`config.mk`:
```
export PLATFORM = sky130hd
export DESIGN_NAME = uart_rx_core
export DESIGN_NICKNAME = d
export VERILOG_FILES = /design/src/rtl/uart_rx_core.sv
export SDC_FILE = /design/constraint.sdc
export NUM_CORES = 1
export LEC_CHECK = 0
export CORE_ASPECT_RATIO = 1.5
export CORE_MARGIN = 10
export CORE_UTILIZATION = 45
export CTS_BUF_LIST = sky130_fd_sc_hd__clkbuf_4 sky130_fd_sc_hd__clkbuf_8
export DETAILED_ROUTE_END_ITERATION = 10
export PLACE_DENSITY_LB_ADDON = 0.2
export RECOVER_POWER = 100
export SETUP_SLACK_MARGIN = 0.4
export SYNTH_ARGS = -nofsm -noshare
export SYNTH_HDL_FRONTEND = slang
export SYNTH_SLANG_ARGS = --single-unit
```
`constraint.sdc`:
```
create_clock -name clk -period 2.09 [get_ports clk]
set_input_delay 0.418 -clock clk [delete_from_list [all_inputs] [get_ports clk]]
set_output_delay 0.418 -clock clk [all_outputs]
set_load 0.01 [all_outputs]
```
`src/rtl/uart_rx_core.sv`:
```
// uart_rx_core: 8N1-style UART receiver with a two-flop input synchronizer,
// mid-bit sampling, start-bit glitch rejection and stop-bit framing check.
module uart_rx_core #(
  parameter int CLKS_PER_BIT = 16,
  parameter int DATA_BITS    = 8
) (
  input  logic                 clk,
  input  logic                 rst_n,
  input  logic                 rx_in,
  output logic [DATA_BITS-1:0] rx_data,
  output logic                 rx_valid,
  output logic                 rx_frame_err,
  output logic                 rx_busy
);

  localparam int CNT_W = $clog2(CLKS_PER_BIT);
  localparam int IDX_W = $clog2(DATA_BITS);

  localparam logic [CNT_W-1:0] HALF_M1  = CNT_W'(CLKS_PER_BIT / 2 - 1);
  localparam logic [CNT_W-1:0] FULL_M1  = CNT_W'(CLKS_PER_BIT - 1);
  localparam logic [IDX_W-1:0] LAST_IDX = IDX_W'(DATA_BITS - 1);

  typedef enum logic [2:0] {
    IDLE,
    START,
    DATA,
    STOP,
    WAIT_HIGH
  } state_t;

  logic                 sync1_q, sync2_q;
  state_t               state_q, state_d;
  logic [CNT_W-1:0]     cnt_q, cnt_d;
  logic [IDX_W-1:0]     bit_idx_q, bit_idx_d;
  logic [DATA_BITS-1:0] shreg_q, shreg_d;
  logic [DATA_BITS-1:0] rx_data_q, rx_data_d;
  logic                 rx_valid_q, rx_valid_d;
  logic                 rx_frame_err_q, rx_frame_err_d;
  logic                 rx_busy_q, rx_busy_d;

  // Bring the asynchronous line into the clock domain; idle level is high.
  always_ff @(posedge clk or negedge rst_n) begin
    if (!rst_n) begin
      sync1_q <= 1'b1;
      sync2_q <= 1'b1;
    end else begin
      sync1_q <= rx_in;
      sync2_q <= sync1_q;
    end
  end

  // Next-state and output decode; strobes default low so they last one cycle.
  always_comb begin
    state_d        = state_q;
    cnt_d          = cnt_q;
    bit_idx_d      = bit_idx_q;
    shreg_d        = shreg_q;
    rx_data_d      = rx_data_q;
    rx_valid_d     = 1'b0;
    rx_frame_err_d = 1'b0;
    rx_busy_d      = rx_busy_q;
    case (state_q)
      IDLE: begin
        cnt_d     = '0;
        bit_idx_d = '0;
        // An x/z line compares false here, so it cannot start a frame.
        if (sync2_q == 1'b0) begin
          state_d   = START;
          rx_busy_d = 1'b1;
        end
      end
      START: begin
        if (cnt_q == HALF_M1) begin
          cnt_d = '0;
          if (sync2_q == 1'b0) begin
            state_d = DATA;
          end else begin
            // Line went back high before mid start bit: a glitch.
            state_d   = IDLE;
            rx_busy_d = 1'b0;
          end
        end else begin
          cnt_d = cnt_q + 1'b1;
        end
      end
      DATA: begin
        if (cnt_q == FULL_M1) begin
          cnt_d   = '0;
          shreg_d = {sync2_q, shreg_q[DATA_BITS-1:1]};
          if (bit_idx_q == LAST_IDX) begin
            bit_idx_d = '0;
            state_d   = STOP;
          end else begin
            bit_idx_d = bit_idx_q + 1'b1;
          end
        end else begin
          cnt_d = cnt_q + 1'b1;
        end
      end
      STOP: begin
        if (cnt_q == FULL_M1) begin
          cnt_d = '0;
          if (sync2_q == 1'b1) begin
            rx_data_d  = shreg_q;
            rx_valid_d = 1'b1;
            rx_busy_d  = 1'b0;
            state_d    = IDLE;
          end else begin
            // Keep busy while the line stays low so a break is one error.
            rx_frame_err_d = 1'b1;
            state_d        = WAIT_HIGH;
          end
        end else begin
          cnt_d = cnt_q + 1'b1;
        end
      end
      WAIT_HIGH: begin
        if (sync2_q == 1'b1) begin
          state_d   = IDLE;
          rx_busy_d = 1'b0;
        end
      end
      default: begin
        state_d   = IDLE;
        rx_busy_d = 1'b0;
      end
    endcase
  end

  // Receiver state and registered outputs; reset discards any partial frame.
  always_ff @(posedge clk or negedge rst_n) begin
    if (!rst_n) begin
      state_q        <= IDLE;
      cnt_q          <= '0;
      bit_idx_q      <= '0;
      shreg_q        <= '0;
      rx_data_q      <= '0;
      rx_valid_q     <= 1'b0;
      rx_frame_err_q <= 1'b0;
      rx_busy_q      <= 1'b0;
    end else begin
      state_q        <= state_d;
      cnt_q          <= cnt_d;
      bit_idx_q      <= bit_idx_d;
      shreg_q        <= shreg_d;
      rx_data_q      <= rx_data_d;
      rx_valid_q     <= rx_valid_d;
      rx_frame_err_q <= rx_frame_err_d;
      rx_busy_q      <= rx_busy_d;
    end
  end

  assign rx_data      = rx_data_q;
  assign rx_valid     = rx_valid_q;
  assign rx_frame_err = rx_frame_err_q;
  assign rx_busy      = rx_busy_q;

endmodule

```
==> summary.md <==
| Metric | Value |
|---|---|
| Status | `finished clean` |
| Ys flop type | `dfrtp_1` |
| Worst r2r path cells | `6` |
| Worst Hold Class | `flip-flop to flip-flop` |
| Via Count | `847` |
| Clk buf depth | `2` |
| CTS clk-pin slew, worst paths | `0.07 ns` |
| Total power draw | `1.67 mW` |
| Num CTS Buffers | `5` |
| FMAX | `581 MHz` |
| CP Max Fanout | `9` |
| Cell Chain, Critical Path | `ha_1 -> nand2b_2 -> nor3_1 -> buf_12 -> clkbuf_1 -> o21ai_0` |
| Final hold viol count | `0` |
| Worst Skew | `0.00624 ns` |
| Final WS setup | `0.368 ns` |
| Initial Util | `46.7%` |
| Die width | `64.7 microns` |
| Final Max Slew Viols | `0` |
| Worst path depth | `6` |
| Root buf cell | `clkbuf_8` |
| DRT Pass-1 Iters | `3` |
| R2r setup slk | `0.37 ns` |
| CTS tree | `yes` |
| Crit Reg-Reg Endpoint | `bit_idx_q[0]` |
| Vias in the first global route | `898` |
| Post-Route Utilization | `56.2%` |
| Clk sink count | `31` |
| Post-synthesis sequential area ratio | `57.8%` |
| Required @ worst endpoint | `2.24 ns` |
| Final TNS setup | `0 ns` |
| CP Capture Type | `flip-flop` |
| Count of final setup violators | `0` |
| Die H | `87.0 microns` |
| Mean Syn Cell Area | `13.2 sq um` |
| RSZ-0062 raised after global routing | `false` |
| Crit path DAT | `1.87 ns` |
| CORE AREA | `0.00288 sq mm` |
| CP Launch Type | `flip-flop` |
| Port Buffers | `13` |
| Fin crit share | `82.4%` |
| Critical Path Sink | `bit_idx_q[0]` |
| 1st-iter DRT viols | `28` |
| Post-route ant nets | `0` |
| Critical path class | `flip-flop to flip-flop` |
| Clk_lat worst skew | `0.28 ns` |
| MaxCap Viol Count | `0` |
| Drt drc | `0` |
| Routability congestion estimate | `0.792` |
| Post-DP HPWL | `1.75 mm` |
| Gr ovfl total | `0` |
| Post-synthesis register bit count | `31` |
| Post-synth EDFFs | `0` |
| Tmin final | `1.72 ns` |
| Global-route wire length before repair | `4.23 mm` |
| Worst-Margin Slew | `0.751 ns` |
| Pwr Density | `1030 mW/mm^2` |
| Pin count of the biggest net entering global routing | `32` |
| Slowest stage cell, crit path | `dfrtp_1` |
| DRT Wirelength | `2.49 mm` |
| Syn Inst Count | `102` |
| Via density | `5.20` |
| Async set or reset register ratio after synthesis | `100%` |
| Hold_buf cts | `0` |
| Post-Syn Nets | `108` |
| Nets | `129` |
| Worst slew margin | `49.9%` |
| CP max stage delay | `0.39 ns` |
| Share of cells above drive strength 1 | `22.6%` |
| Buf+Inv Stages, Crit Path | `2` |
| All-Layer GR Usage | `9.93%` |
| Yosys cell types | `31` |
| Ys Warns | `0` |
| Worst r2r src | `cnt_q[0]` |
| Mapped cell area | `0.00135 sq mm` |
| Wire per inst | `15.3 microns` |
| Top delay family on crit path | `flip-flops` |
| H-tree depth | `2` |
| Leak pwr | `0.791 nW` |
| Ports | `14` |
| Area Overhead vs Synth | `20.1%` |
| Peak supply drop | `0.000715 V` |
| Crit. Startpoint | `cnt_q[0]` |
| Place WS | `0.304 ns` |
| # rows | `24` |
| ANT cells | `0` |
| Die area | `0.00563 sq mm` |
| Initial antenna violation count | `0` |
cell type report:
class,count,area [sq um]
clock buffers,6,82.6
clock inverters,2,35.0
fillers,276,1260
inverters,2,7.51
multi-input cells,65,497
flip-flops and latches,31,778
well taps,39,48.8
repair buffers,18,170
where the power goes:
group | internal (mW) | switching [mW]
clock | 0.385 | 0.218
sequential | 0.673 | 0.0930
combinational | 0.136 | 0.164
layout by cell type, fill, tap and decap left out, drive strengths merged:
cell type	instances
dlygate4sd3	13
mux2i	1
dfstp	2
dfrtp	29
xnor2	1
a21o	2
ha	3
nand4	2
nand2b	1
a31o	1
o21ai	6
clkinv	1
mux2	16
maj3	1
o311a	1
nand3	3
clkbuf	9
and3	1
nand2	8
or3	1
inv	2
nor3	2
nor2	8
buf	2
a21oi	2
a32o	1
bufinv	1
o31ai	4
how the worst min path moves through the flow:
stage	from	end	slack, ns	cells past startpoint
after floorplan	rst_n	bit_idx_q[0]	0.12	0
after global placement	sync1_q	sync2_q	0.35	0
after detailed placement	sync1_q	sync2_q	0.36	0
after CTS	sync1_q	sync2_q	0.36	0
after global routing	sync1_q	sync2_q	0.38	0
final	sync1_q	sync2_q	0.37	0
state kept, by name, indices dropped and copies added (netlist names):
signal        cells
sync1_q           1
rx_data           8
bit_idx_q         3
shreg_q           8
state_q           3
rx_frame_err      1
rx_busy           1
rx_valid          1
cnt_q             4
sync2_q           1
cells in the mapped netlist (2+ instances only):
master / number / share of area (%)
dfstp_2: 2 / 3.9
nand4_1: 2 / 0.93
mux2_2: 12 / 10
dfrtp_1: 29 / 54
ha_1: 3 / 2.8
o31ai_1: 4 / 2.2
inv_1: 2 / 0.56
a21o_1: 2 / 1.1
nand2_1: 8 / 2.2
mux2_4: 4 / 4.5
a21oi_1: 2 / 0.74
nor2_1: 7 / 2.0
buf_6: 2 / 1.7
o21ai_0: 6 / 2.2
cell families after synthesis:
kind of cell             count (synthesis)  share of synthesized area [%]
AO/OA/AOI/OAI                           17                           8.45
XOR/XNOR                                 1                          0.650
adder cells (fa/ha/maj)                  4                           3.53
buffers and inverters                    6                           2.88
flip-flops                              31                           57.8
multiplexers                            17                           15.2
AND/OR/NAND/NOR                         26                           11.5
per-stage QoR:
step	area, sq um	hold slack, ns	cells
global placement	1530	0.346	154
floorplan	1350	0.122	102
finish	1620	0.370	163
global route	1620	0.377	163
CTS	1660	0.365	163
detailed placement	1530	0.355	154
per-layer routing:
metal  vias up  GRT usage (%)  part of all wire, %
met4         0           6.84                  2.1
met1       423           10.2                   40
met5         -              0                    0
met2        12           16.3                   53
met3         4           3.74                  4.7
li1        408              -                    -
worst reg2reg max path: stages, from the launching register on:
cell      delay [ns]
dfrtp_1         0.39
ha_1            0.28
nand2b_2        0.10
nor3_1          0.29
buf_12          0.18
clkbuf_1        0.22
o21ai_0         0.13
what timing repair did:
action                                  CTS  global route
endpoints found under the setup margin   11             1
pin swaps                                 1             0
buffers inserted                          1             0
resized for setup                         0             1
Power figures use the tool's default switching activity.
